## src/rtl/switch_pkg.sv

```systemverilog
// rtl/switch_pkg.sv - shared widths, depths and payload type for the switch datapath
//
// Purpose: common constants for the 8x8 switch output-port FIFOs.
//   PAYLOAD_W       payload width in bits
//   PORT_FIFO_DEPTH entries per output-port FIFO
//   DROP_CNT_W      width of the rejected-push counter
//   payload_t       one payload word
package switch_pkg;

  localparam int PAYLOAD_W       = 32;
  localparam int PORT_FIFO_DEPTH = 128;
  localparam int DROP_CNT_W      = 16;

  typedef logic [PAYLOAD_W-1:0] payload_t;

endpackage

```

## src/rtl/fifo_ram.sv

```systemverilog
// rtl/fifo_ram.sv - storage array with synchronous write and asynchronous read
//
// Purpose: payload storage for switch_fifo; no reset, contents undefined until written.
// Ports:
//   clk      in   write clock (rising edge)
//   wr_en    in   write enable
//   wr_addr  in   write address
//   wr_data  in   write data
//   rd_addr  in   read address
//   rd_data  out  word at rd_addr, combinational
module fifo_ram #(
  parameter int WIDTH = 32,
  parameter int DEPTH = 128,
  localparam int AW = $clog2(DEPTH)
) (
  input  logic             clk,
  input  logic             wr_en,
  input  logic [AW-1:0]    wr_addr,
  input  logic [WIDTH-1:0] wr_data,
  input  logic [AW-1:0]    rd_addr,
  output logic [WIDTH-1:0] rd_data
);

  logic [WIDTH-1:0] mem [DEPTH];

  always_ff @(posedge clk) begin
    if (wr_en) begin
      mem[wr_addr] <= wr_data;
    end
  end

  assign rd_data = mem[rd_addr];

endmodule

```

## src/rtl/switch_fifo.sv

```systemverilog
// rtl/switch_fifo.sv - show-ahead payload FIFO with occupancy, almost-full and sticky error flags
//
// Purpose: per-output-port queue between arbiter (push) and output stage (pop).
//   Simultaneous push/pop is supported, including push into a full FIFO when a
//   pop is accepted in the same cycle. The head word is shown on data_out
//   whenever the FIFO is not empty.
// Optional feature: SWITCH_FIFO_DROP_CNT_EN adds the saturating drop_cnt port.
// Ports:
//   clk          in   clock, rising edge
//   reset        in   asynchronous active-low reset
//   push         in   write request
//   data_in      in   write payload
//   pop          in   read request
//   clr_err      in   synchronous clear of overflow/underflow (and drop_cnt)
//   data_out     out  head word, valid while empty=0
//   full         out  level == DEPTH
//   empty        out  level == 0
//   almost_full  out  level >= AFULL_TH
//   level        out  occupancy 0..DEPTH
//   overflow     out  sticky, push rejected
//   underflow    out  sticky, pop while empty
//   drop_cnt     out  saturating rejected-push count (SWITCH_FIFO_DROP_CNT_EN only)
module switch_fifo
  import switch_pkg::*;
#(
  parameter int WIDTH    = PAYLOAD_W,
  parameter int DEPTH    = PORT_FIFO_DEPTH,
  parameter int AFULL_TH = DEPTH - 8,
  localparam int AW      = $clog2(DEPTH)
) (
  input  logic             clk,
  input  logic             reset,
  input  logic             push,
  input  logic [WIDTH-1:0] data_in,
  input  logic             pop,
  input  logic             clr_err,
  output logic [WIDTH-1:0] data_out,
  output logic             full,
  output logic             empty,
  output logic             almost_full,
  output logic [AW:0]      level,
  output logic             overflow,
  output logic             underflow
`ifdef SWITCH_FIFO_DROP_CNT_EN
  ,
  output logic [DROP_CNT_W-1:0] drop_cnt
`endif
);

  localparam logic [AW:0] FULL_LVL  = (AW+1)'(DEPTH);
  localparam logic [AW:0] AFULL_LVL = (AW+1)'(AFULL_TH);

  logic [AW-1:0] head;
  logic [AW-1:0] tail;
  logic          push_ok;
  logic          pop_ok;
  logic          ovf_event;
  logic          udf_event;

  // Flags derive from the registered level only, so no input reaches an output
  // combinationally.
  assign empty       = (level == '0);
  assign full        = (level == FULL_LVL);
  assign almost_full = (level >= AFULL_LVL);

  // A pop frees a slot in the same cycle, which is what lets a push into a
  // full FIFO succeed when it is paired with a pop.
  assign pop_ok    = pop && !empty;
  assign push_ok   = push && (!full || pop_ok);
  assign ovf_event = push && !push_ok;
  assign udf_event = pop && empty;

  fifo_ram #(
    .WIDTH (WIDTH),
    .DEPTH (DEPTH)
  ) u_ram (
    .clk     (clk),
    .wr_en   (push_ok),
    .wr_addr (head),
    .wr_data (data_in),
    .rd_addr (tail),
    .rd_data (data_out)
  );

  always_ff @(posedge clk or negedge reset) begin
    if (!reset) begin
      head  <= '0;
      tail  <= '0;
      level <= '0;
    end else begin
      if (push_ok) begin
        head <= head + 1'b1;
      end
      if (pop_ok) begin
        tail <= tail + 1'b1;
      end
      case ({push_ok, pop_ok})
        2'b10:   level <= level + 1'b1;
        2'b01:   level <= level - 1'b1;
        default: level <= level;
      endcase
    end
  end

  // A new error in the same cycle as clr_err leaves its flag set.
  always_ff @(posedge clk or negedge reset) begin
    if (!reset) begin
      overflow  <= 1'b0;
      underflow <= 1'b0;
    end else begin
      overflow  <= ovf_event || (overflow && !clr_err);
      underflow <= udf_event || (underflow && !clr_err);
    end
  end

`ifdef SWITCH_FIFO_DROP_CNT_EN
  // The clear and a same-cycle rejection combine to a count of one.
  always_ff @(posedge clk or negedge reset) begin
    if (!reset) begin
      drop_cnt <= '0;
    end else if (clr_err) begin
      drop_cnt <= ovf_event ? DROP_CNT_W'(1) : '0;
    end else if (ovf_event && (drop_cnt != '1)) begin
      drop_cnt <= drop_cnt + 1'b1;
    end
  end
`endif

endmodule

```

## config.mk

```make
export PLATFORM = sky130hd
export DESIGN_NAME = switch_fifo
export DESIGN_NICKNAME = d
export VERILOG_FILES = /design/src/rtl/switch_pkg.sv /design/src/rtl/fifo_ram.sv /design/src/rtl/switch_fifo.sv
export SDC_FILE = /design/constraint.sdc
export NUM_CORES = 2
export LEC_CHECK = 0
export CAP_MARGIN = 40
export CORE_MARGIN = 1
export CORE_UTILIZATION = 35
export CTS_CLUSTER_SIZE = 20
export DETAILED_ROUTE_END_ITERATION = 6
export PLACE_DENSITY = 0.61
export SLEW_MARGIN = 20
export SYNTH_ARGS = -nofsm -noshare
export SYNTH_HDL_FRONTEND = slang
export SYNTH_HIERARCHICAL = 1
export SYNTH_SLANG_ARGS = --single-unit
```

## constraint.sdc

```tcl
create_clock -name clk -period 5.5 [get_ports clk]
set_input_delay 0.825 -clock clk [delete_from_list [all_inputs] [get_ports clk]]
set_output_delay 0.825 -clock clk [all_outputs]
set_load 0.01 [all_outputs]
```

# ---- Word level (Yosys, flattened, before mapping)
# Memories as Yosys holds them, arrays and structs flattened.
# Index checks and enable logic that the tools add are counted.
dict set report totals {
  input_bits 37
  n_memories 1
  wordCells 32
  ram_bits 4096
  reg_bits 24
  out_inout_bits 45
}
# name words word_bits read_ports rd_ports_with_merged_regs write_ports line_no
set mem_list {}
lappend mem_list {u_ram.mem 128 32 1 0 1 fifo_ram.sv:24} ;# logic [WIDTH-1:0] mem [DEPTH];
dict set report op_classes {
  order_cmp 1
  n_mux 3
  n_addsub 4
  eq_ne 3
  n_reduce_logical 15
}
# cell count
set op_table {}
lappend op_table {{8-bit one-hot mux with 2 select lines} 1}
lappend op_table {{7-bit by 1-bit adder with 7-bit output, second input constant} 2}
lappend op_table {{8-bit by 1-bit adder with 8-bit output, second input constant} 1}
lappend op_table {{8-bit == test, second input constant} 1}
lappend op_table {{8-bit by 7-bit >= comparator with 1-bit output, second input constant} 1}
lappend op_table {{8-bit logical NOT} 1}
lappend op_table {{8-bit by 1-bit subtractor with 8-bit output, second input constant} 1}
lappend op_table {{1-bit logical AND} 6}
lappend op_table {{1-bit logical NOT} 4}
lappend op_table {{1-bit logical OR} 3}
lappend op_table {{2-bit by 1-bit == test with 1-bit output, second input constant} 1}
lappend op_table {{2-bit == test, second input constant} 1}
lappend op_table {{1-bit two-way mux} 2}
lappend op_table {{2-bit nonzero test} 1}

# ---- Longest topological paths before layout
dict set report depth {
  depth_word 8
  mapped_depth 11
  mapped_depth_nobuf 11
}

# ---- Hierarchy
# Netlist, hierarchy kept.
# module seq_area_each_um2 cells_each instances area_each_um2
set modules_own_cells {}
lappend modules_own_cells {fifo_ram 122998.0 5958 1 155635.5}
lappend modules_own_cells {switch_fifo 600.6 122 1 1396.3}

# ---- Worst setup path before layout
# No wires, ideal clock.
dict set report synth_path {
  kind {input to register}
  start {in push}
  end {mem u_ram.mem[98][0] (enable)}
  t_arrival_ns 4.003
  slack_ns 1.036
  cell_stages 5
  required_ns 5.039
  setup_time_ns 0.461
  path_buffers 1
  cell_sequence {inv_1 > a41oi_2 > clkbuf_1 > nand4_1 > nor3_1}
}
dict set report synth_between {
  elab_chain_cells 3
}
# element line_no
set synth_lines {}
lappend synth_lines {{from (decl)} switch_fifo.sv:33} ;# input logic push,
lappend synth_lines {{1-bit logical AND} switch_fifo.sv:69} ;# assign push_ok = push && (!full || pop_ok);
lappend synth_lines {{net push_ok} switch_fifo.sv:55} ;# logic push_ok;
lappend synth_lines {{1-bit two-way mux} fifo_ram.sv:27} ;# if (wr_en) begin
lappend synth_lines {{1-bit two-way mux (not written as such)} fifo_ram.sv:28} ;# mem[wr_addr] <= wr_data;
lappend synth_lines {{to (decl)} fifo_ram.sv:24}
# The timed path passes the listed nets, and every way through them passes these cells.

# ---- Worst setup path after layout
dict set report layout_path {
  start {reg tail[0]}
  end {out data_out[20]}
}
dict set report layout_between {
  elab_chain_cells 1
}
# element line_no
set layout_lines {}
lappend layout_lines {{from (decl)} switch_fifo.sv:54} ;# logic [AW-1:0] tail;
lappend layout_lines {{from (signal assigned)} switch_fifo.sv:95} ;# tail <= tail + 1'b1;
lappend layout_lines {{memory read 128 x 32 bit} -}
lappend layout_lines {{to (decl)} switch_fifo.sv:37} ;# output logic [WIDTH-1:0] data_out,
# Every way passes these cells.

==> summary.md <==
| Metric | Value |
|---|---|
| Residual antenna-violating net count after detailed routing | `0` |
| Worst r2r path cells | `6` |
| Post-synth design cell area | `157000 um2` |
| Status | `finished, final reports clean` |
| Peak ir drop on the vdd network | `308 uV` |
| Critical path endpoint category | `primary output` |
| Post-detail-place hpwl | `238 mm` |
| Hold/Removal Path Class | `in2reg` |
| Switching share of power | `0.302` |
| Clock period minus worst slack | `5.46 ns` |
| Async S/R FF share, synth | `0.00583` |
| CTS Root Cell | `sky130_fd_sc_hd__clkbuf_16` |
| Count of standard-cell rows | `245` |
| Power share of the clock group | `0.293` |
| Initial antenna violation count | `52` |
| Net switching power | `27.9 mW` |
| Chip width | `672 um` |
| Vias per cell | `5.63` |
| Final Total Pwr | `92.6 mW` |
| Final hold violation count | `0` |
| Post-Route Skew | `0.0391 ns` |
| DIE AREA | `451000 um2` |
| Category of the worst setup path launch point | `flop` |
| Global-route wire length before repair | `595 mm` |
| Final Wtd Congestion | `0.785` |
| Post-CTS clock slew at the launch and capture registers of the worst setup and hold paths | `0.06 ns` |
| Clock sinks | `4120` |
| Slew at the pin closest to its max-slew limit | `0.939 ns` |
| I/O pin total | `82` |
| Ordered cell list for the critical path | `buf_16, buf_12, buf_16, buf_16, mux4_2, mux4_2, mux4_2, mux2_4, clkdlybuf4s15_1` |
| Post-synth cell types | `46` |
| Initial core utilization | `0.352` |
| Count of yosys warnings during synthesis | `6` |
| Slowest cell on the critical path | `sky130_fd_sc_hd__mux4_2` |
| Minimum setup slack among reg-to-reg paths | `1.85 ns` |
| Fraction of final layout cells sized beyond drive strength 1 | `0.368` |
| Number of buffers on the longest clock path | `4` |
| Most frequent cells in the layout | `sky130_fd_sc_hd__edfxtp_1, sky130_fd_sc_hd__mux4_2, sky130_fd_sc_hd__clkbuf_16, sky130_fd_sc_hd__buf_4, sky130_fd_sc_hd__nor2_4` |
| Synth area leader | `sky130_fd_sc_hd__edfxtp_1` |
| Count of flip-flops with a built-in enable after synthesis | `4096` |
| Post-CTS Hold Fix Bufs | `0` |
| Static Leak | `56.1 nW` |
| Total DRC errors in the routed layout | `0` |
| Total core area | `446000 um2` |
| P&R area growth vs syn | `17.0%` |
| Relative slew slack | `0.374` |
| Mean routed wirelength per cell | `33.3 um` |
| Cell area power density | `504 nW/um2` |
| Cell count after synthesis | `6080` |
| Vias in the first global route | `73.4k` |
| Nets@finish | `6757` |
| Count of TritonRoute iterations in the first routing pass | `5` |
| Via count | `73.1k` |
| Syn Nets | `6126` |
| Endpoint of the most critical register-to-register path | `u_ram/mem[84][30]` |
| Crit path to | `data_out[20]` |
| Number of DRC markers after the initial detailed-route iteration | `10.2k` |
| Synth top area cells | `sky130_fd_sc_hd__edfxtp_1, sky130_fd_sc_hd__mux4_2, sky130_fd_sc_hd__clkbuf_1, sky130_fd_sc_hd__dfrtp_1, sky130_fd_sc_hd__nor2_1` |
| Largest driver fanout on the critical path | `16` |
| Period utilization | `0.993` |
| Overall overflow remaining after global route | `0` |
| Worst-skew pair later-pin latency | `0.97 ns` |
| Number of placed cells counting well taps | `12.1k` |
| Synth Area per Inst | `25.8 um2` |
| Count of pins over their slew limit | `0` |
| CP Launch Point | `tail[0]` |
| Fraction of synthesized cell area taken by the top area cell type | `0.783` |
| Required time of the critical path | `4.68 ns` |
| GRT Total Usage | `0.188` |
| Kind of critical path | `reg2out` |
| Worst hold slack | `0.138 ns` |
| Leading cell type in the layout, fill and taps excluded | `sky130_fd_sc_hd__edfxtp_1` |
| Sequential area share after synthesis | `0.787` |
| Number of violations of the max-capacitance limit | `0` |
| Pin count of the biggest net entering global routing | `81` |
| Combinational share of power | `0.322` |
| Source of the worst register-to-register timing path | `level[3]` |
| Max stage delay on crit path | `0.66 ns` |
| Arrival time at the worst endpoint | `4.64 ns` |
| Most common flop cell mapped by yosys | `sky130_fd_sc_hd__edfxtp_1` |
| Post-route insts no fill | `13.0k` |
| Peak Freq | `183 MHz` |
| Clock buffers created by TritonCTS | `401` |
| Synth Register Bits | `4120` |
| Quantity of I/O buffers inserted on ports | `81` |
| Detailed Route WL | `433 mm` |
| Setup violation total in the final timing report | `0` |
| Cell-internal power | `64.7 mW` |
| H-Tree Depth | `5` |
| Part of the total power dissipated in sequential elements | `0.385` |
| CTS tree | `yes` |
| Die height | `672 um` |
-- how the worst min path moves through the flow --
stage	startpoint	to	slack, ns	cells after the start
2_1_floorplan	tail[6]	tail[6]	0.44	1
3_3_place_gp	overflow	overflow	0.48	1
3_5_place_dp	overflow	overflow	0.48	1
4_1_cts	data_in[16]	u_ram/mem[57][16]	0.20	1
5_1_grt	data_in[24]	u_ram/mem[86][24]	0.11	1
6_report	data_in[24]	u_ram/mem[85][24]	0.14	1
-- through the flow --
| step | setup WS, ns | utilization | instance area (um2) | TNS, ns |
|---|---|---|---|---|
| detailed placement | 0.318 | 0.378 | 169000 | 0 |
| global placement | 0.317 | 0.378 | 168000 | 0 |
| global route | -0.000897 | 0.412 | 184000 | -0.00237 |
| floorplan | 1.04 | - | 157000 | 0 |
| CTS | -0.0590 | 0.410 | 183000 | -0.118 |
| finish | 0.0392 | 0.412 | 184000 | 0 |
-- flip-flops by register name, indices dropped and copies added (netlist names) --
| name | cells |
|---|---|
| level | 8 |
| tail | 7 |
| u_ram/mem | 4096 |
| underflow | 1 |
| overflow | 1 |
| head | 7 |
-- routing by layer --
layer | GRT usage | vias to the layer above | part of all wire
met4 | 0.0518 | 24 | 0.029
met5 | 0 | - | 0.00036
li1 | - | 28076 | -
met1 | 0.264 | 40648 | 0.39
met2 | 0.298 | 3822 | 0.47
met3 | 0.0418 | 529 | 0.10
-- worst max-delay path, delay by kind of cell, from the launching register on --
family | cells | cell delay (ns)
buf+inv | 5 | 1.00
flops | 1 | 0.46
mux | 4 | 2.16
-- cell usage after synthesis, types with 3 or more instances --
cell type                  count
sky130_fd_sc_hd__o21a_1        3
sky130_fd_sc_hd__nand2_1      24
sky130_fd_sc_hd__o211ai_1      3
sky130_fd_sc_hd__dfrtp_1      24
sky130_fd_sc_hd__nor2_1      125
sky130_fd_sc_hd__edfxtp_1   4096
sky130_fd_sc_hd__xnor2_1      14
sky130_fd_sc_hd__mux2_4        5
sky130_fd_sc_hd__mux2_2       33
sky130_fd_sc_hd__buf_1        50
sky130_fd_sc_hd__nor2b_1       8
sky130_fd_sc_hd__nand4_1       8
sky130_fd_sc_hd__ha_1          8
sky130_fd_sc_hd__a21oi_1       7
sky130_fd_sc_hd__nor3_1       11
sky130_fd_sc_hd__mux4_2     1344
sky130_fd_sc_hd__nand3_1      15
sky130_fd_sc_hd__inv_1         8
sky130_fd_sc_hd__buf_2        79
sky130_fd_sc_hd__clkbuf_1    182
sky130_fd_sc_hd__buf_4         3
-- layout make-up --
| cell class | count | area (um2) |
|---|---|---|
| fillers | 37670 | 262000 |
| flip-flops and latches | 4120 | 124000 |
| multi-input cells | 1636 | 33200 |
| clock buffers | 491 | 10600 |
| well taps | 5928 | 7420 |
| repair buffers | 544 | 6650 |
| clock inverters | 248 | 2280 |
| inverters | 8 | 30.0 |
| diodes | 7 | 17.5 |
-- power groups by stage --
stage / registers (mW) / clock network (mW) / logic [mW]
2_1_floorplan: 36.1 / 0 / 16.4
3_3_place_gp: 36.4 / 0 / 27.9
3_5_place_dp: 36.4 / 0 / 28.1
4_1_cts: 35.7 / 27.5 / 29.5
5_1_grt: 35.7 / 28.6 / 30.9
6_report: 35.6 / 27.2 / 29.8
-- cells by family after synthesis --
kind of cell | share of synthesized area
AO/OA/AOI/OAI | 0.00127
flip-flops | 0.787
AND/OR/NAND/NOR | 0.00557
buffers and inverters | 0.00854
adder cells (fa/ha/maj) | 0.000765
XOR/XNOR | 0.000892
multiplexers | 0.196
-- timing repair --
action	CTS	global route
pin swaps	0	0
setup buffers	43	41
cloned	14	6
endpoints found under the setup margin	32	15
gates resized for setup	132	19
(Power assumes the default switching activity.)
